===== config.mk =====
export PLATFORM = sky130hd
export DESIGN_NAME = mult_seq_32
export DESIGN_NICKNAME = d
export VERILOG_FILES = /design/src/rtl/mult_seq_32.sv
export SDC_FILE = /design/constraint.sdc
export NUM_CORES = 1
export LEC_CHECK = 0
export CAP_MARGIN = 20
export CORE_AREA = 2 2 129 181
export DETAILED_ROUTE_END_ITERATION = 7
export DIE_AREA = 0 0 131 183
export SYNTH_ARGS = -nofsm -noshare
export SYNTH_HDL_FRONTEND = slang
export SYNTH_HIERARCHICAL = 1
export SYNTH_SLANG_ARGS = --single-unit

===== constraint.sdc =====
create_clock -name CLK -period 3.9 [get_ports CLK]
set_input_delay 0.78 -clock CLK [delete_from_list [all_inputs] [get_ports CLK]]
set_output_delay 0.78 -clock CLK [all_outputs]
set_load 0.02 [all_outputs]

===== src/rtl/mult_seq_32.sv =====
// rtl/mult_seq_32.sv - Multi-cycle 32x32->64 Booth/shift-add multiplier around one ripple add/sub.
// Optional MULT_EARLY_ZERO_EN: zero operand finishes one cycle after START.

module RC_ADD_SUB_32 (
    input  logic [31:0] A,
    input  logic [31:0] B,
    input  logic        SnA,
    output logic [31:0] Y,
    output logic        CO
);
    logic [32:0] w_sum;

    assign w_sum = {1'b0, A} + {1'b0, B ^ {32{SnA}}} + {32'b0, SnA};
    assign Y     = w_sum[31:0];
    assign CO    = w_sum[32];
endmodule

module mult_seq_32 #(
    parameter int SIGNED_MODE = 1,
    parameter int ITERATIONS  = 32
) (
    input  logic        CLK,
    input  logic        RST,
    input  logic        START,
    input  logic [31:0] A,
    input  logic [31:0] B,
    output logic        BUSY,
    output logic        DONE,
    output logic [31:0] HI,
    output logic [31:0] LO
);
    typedef enum logic [1:0] {S_IDLE, S_CALC, S_FIN} state_t;

    localparam logic [5:0] LAST_CNT = 6'(ITERATIONS - 1);

    state_t      r_state;
    state_t      w_next;
    logic [31:0] r_m;
    logic [31:0] r_acc;
    logic [31:0] r_q;
    logic        r_q_m1;
    logic [5:0]  r_cnt;

    logic        w_accept;
    logic        w_zero;
    logic        w_op;
    logic        w_sna;
    logic [31:0] w_y;
    logic        w_co;
    logic [31:0] w_eff;
    logic        w_v;
    logic [31:0] w_r;
    logic        w_s;

    assign w_accept = (r_state != S_CALC) && START;

`ifdef MULT_EARLY_ZERO_EN
    assign w_zero = (A == 32'd0) || (B == 32'd0);
`else
    assign w_zero = 1'b0;
`endif

    always_ff @(posedge CLK) begin
        if (RST) r_state <= S_IDLE;
        else     r_state <= w_next;
    end

    always_comb begin
        w_next = r_state;
        case (r_state)
            S_IDLE:  if (START) w_next = w_zero ? S_FIN : S_CALC;
            S_CALC:  if (r_cnt == LAST_CNT) w_next = S_FIN;
            S_FIN:   w_next = START ? (w_zero ? S_FIN : S_CALC) : S_IDLE;
            default: w_next = S_IDLE;
        endcase
    end

    always_comb begin
        BUSY = (r_state == S_CALC);
        DONE = (r_state == S_FIN);
    end

    // Booth recode in signed mode; plain multiplier-bit test otherwise.
    always_comb begin
        w_op  = 1'b0;
        w_sna = 1'b0;
        if (SIGNED_MODE != 0) begin
            w_op  = r_q[0] ^ r_q_m1;
            w_sna = r_q[0] & ~r_q_m1;
        end else begin
            w_op  = r_q[0];
        end
    end

    RC_ADD_SUB_32 u_addsub (
        .A   (r_acc),
        .B   (r_m),
        .SnA (w_sna),
        .Y   (w_y),
        .CO  (w_co)
    );

    // The true sign of the 33-bit partial sum is R[31]^V; this keeps M=0x80000000 exact.
    assign w_eff = r_m ^ {32{w_sna}};
    assign w_v   = w_op && (r_acc[31] == w_eff[31]) && (w_y[31] != r_acc[31]);
    assign w_r   = w_op ? w_y : r_acc;
    assign w_s   = (SIGNED_MODE != 0) ? (w_r[31] ^ w_v) : (w_op & w_co);

    always_ff @(posedge CLK) begin
        if (RST) begin
            r_m    <= 32'd0;
            r_acc  <= 32'd0;
            r_q    <= 32'd0;
            r_q_m1 <= 1'b0;
            r_cnt  <= 6'd0;
        end else if (w_accept) begin
            r_m    <= A;
            r_acc  <= 32'd0;
            r_q    <= w_zero ? 32'd0 : B;
            r_q_m1 <= 1'b0;
            r_cnt  <= 6'd0;
        end else if (r_state == S_CALC) begin
            r_acc  <= {w_s, w_r[31:1]};
            r_q    <= {w_r[0], r_q[31:1]};
            r_q_m1 <= r_q[0];
            r_cnt  <= r_cnt + 6'd1;
        end
    end

    assign HI = r_acc;
    assign LO = r_q;
endmodule


==> metrics.md <==
| Metric | Value |
|---|---|
| Post-synth net total | 866 |
| Cell area after synthesis | around 6600 um2 |
| Row Count | 65 |
| Routed vias | around 5.7k |
| Critical path required time | between 4 and 5 ns |
| Worst skew pair latency | about 0.36 ns |
| CTS tree | built |
| Clock share of power | 0.297 |
| FILL cells | roughly 2.3k |
| Total power | about 3 mW |
| Minimum clock period | between 3 and 4 ns |
| Comb pwr share | 0.308 |
| Clock slew at reported path FFs | 0.08 ns |
| H-tree levels | 3 |
| Routed wire length per instance | about 15 um |
| Cts bufs inserted | 9 |
| DRC Markers | 0 |
| IO Count | ~130 |
| Final ANT Viol Nets | 0 |
| Largest net degree at the start of global routing | about 70 |
| ANT cells | 0 |
| Ys Warns | 6 |
| CP Launch Type | register |
| Net Sw Frac | 0.346 |
| Worst Setup End Kind | register |
| TNS Setup | 0 ns |
| Outcome | completed |
| Aggregate global routing overflow | 0 |
| Dpl cells | between 1k and 1.5k |
| Die height | about 180 um |
| Worst-path maximum fanout | 15 |
| Worst min-delay path class | register to register |
| Final period util | 0.898 |
| Worst path arrival time | between 3 and 4 ns |
| Ratio of cells with drive above 1 in the final layout | 0.0727 |
| Psw | between 1 and 1.5 mW |
| Pwr dens | ~370 nW/um2 |
| Final setup fails | 0 |
| Number of global-route vias before repair | ~5.7k |
| Maximum vdd drop | approximately 0.23 mV |
| Commonest non-fill, non-tap cell in the layout | clkdlybuf4s50_1 |
| Final HPWL DP | around 13 mm |
| TritonRoute pass-1 iters | 4 |
| Total track usage | 0.149 |
| Fmax | roughly 290 MHz |
| I/O Buffers | about 130 |
| Die W | between 100 and 150 um |
| Slew headroom | 0.275 |
| Kind of critical path | register to register |
| Synth-to-Final Area Change | 26.5% |
| Most frequent cells in the layout | clkdlybuf4s50_1, dfxtp_1, nor2_1, nand2_1, mux2i_1 |
| Non-filler cells, final | 1,167 |
| Placer congestion estimate | between 0.9 and 1 |
| CTS resizes | 0 |
| Final worst slack | a little under 0.4 ns |
| Post-CTS Hold Buffers | 0 |
| Clock root cell | clkbuf_16 |
| Max Cap Violations | 0 |
| Sequential power share | 0.396 |
| CTS sink count | 105 |
| Total Wirelength | between 15 and 20 mm |
| Global-route wire length before repair | 28.6 mm |
| Syn Area/Cell | around 8.6 um2 |
| Leak | ~3.5 nW |
| Core ar. | 22,400 um2 |
| Slew Viols, Final | 0 |
| Die area | around 24,000 um2 |
| Cells after synthesis | approximately 760 |
| Initial drt markers | 200 |
| Initial Utilization | 0.293 |
| Worst-margin pin slew | ~1.1 ns |
| Clock buffer depth | 2 |
| Initial antenna violation count | 0 |
| Pre-CTS setup slack | between 0.3 and 0.4 ns |
| DR vias/cell | a little under 5 |
| Setup Skew | 0.0126 ns |
| Unrepaired setup endpoints after global routing | no |
| Final hold vios | 0 |
| Final #Nets | slightly below 1k |
| # Post-CTS Setup Buffers | 0 |
| Pint | around 2.0 mW |
==> power by group through the flow <==
stage / combinational, mW / sequential [mW] / clock [mW]
3_3_place_gp: 0.938 / 1.24 / 0
6_report: 0.945 / 1.21 / 0.911
2_1_floorplan: 0.602 / 1.28 / 0
4_1_cts: 0.951 / 1.22 / 0.942
5_1_grt: 1.04 / 1.23 / 0.976
3_5_place_dp: 0.948 / 1.24 / 0
==> per-layer routing <==
metal,share of wire,vias up,track usage
met5,0,-,0
met4,0.021,0,0.0523
met3,0.063,26,0.0394
met2,0.51,124,0.268
met1,0.40,2669,0.166
li1,-,2906,-
==> state kept, by name, summed over array words and instances, names as in the netlist <==
register / cells
HI: 32
r_q_m1: 1
r_m: 32
r_cnt: 6
r_state: 2
LO: 32
==> worst paths after layout <==
kind	start	slack, ns	cells past startpoint	endpoint
hold / removal	r_q_m1	0.47	2	r_q_m1
hold reg to reg	r_q_m1	0.47	2	r_q_m1
setup / recovery	LO[0]	0.40	13	HI[25]
setup reg to reg	LO[0]	0.40	13	HI[25]
==> critical path: stages (launching register included) <==
cell and delay, ns:
dfxtp_1 0.38, ha_2 0.51, xor2_1 0.24, inv_1 0.08, fa_1 0.42, nor2b_1 0.17, o2111a_1 0.26, o211ai_2 0.15
o211a_1 0.27, o31ai_1 0.33, a21oi_1 0.14, xnor2_1 0.14, mux2i_1 0.09, a211oi_2 0.24
==> layout make-up <==
| type | count | area, um2 | share of cell area |
|---|---|---|---|
| Tap cell | 301 | 377 | 0.0454 |
| Sequential cell | 105 | 2100 | 0.253 |
| Inverter | 9 | 33.8 | 0.00407 |
| Clock inverter | 7 | 60.1 | 0.00723 |
| Multi-Input combinational cell | 595 | 4130 | 0.497 |
| Clock buffer | 9 | 225 | 0.0271 |
| Timing Repair Buffer | 141 | 1380 | 0.166 |
==> metrics by stage <==
stage	hold slack (ns)	utilization	instance area (um2)
CTS	0.466	0.371	8300
detailed placement	0.455	0.358	8020
finish	0.465	0.371	8300
floorplan	0.436	-	6560
global route	0.487	0.371	8300
global placement	0.446	0.358	8020
Note: power is estimated with default switching activity, not from simulation.
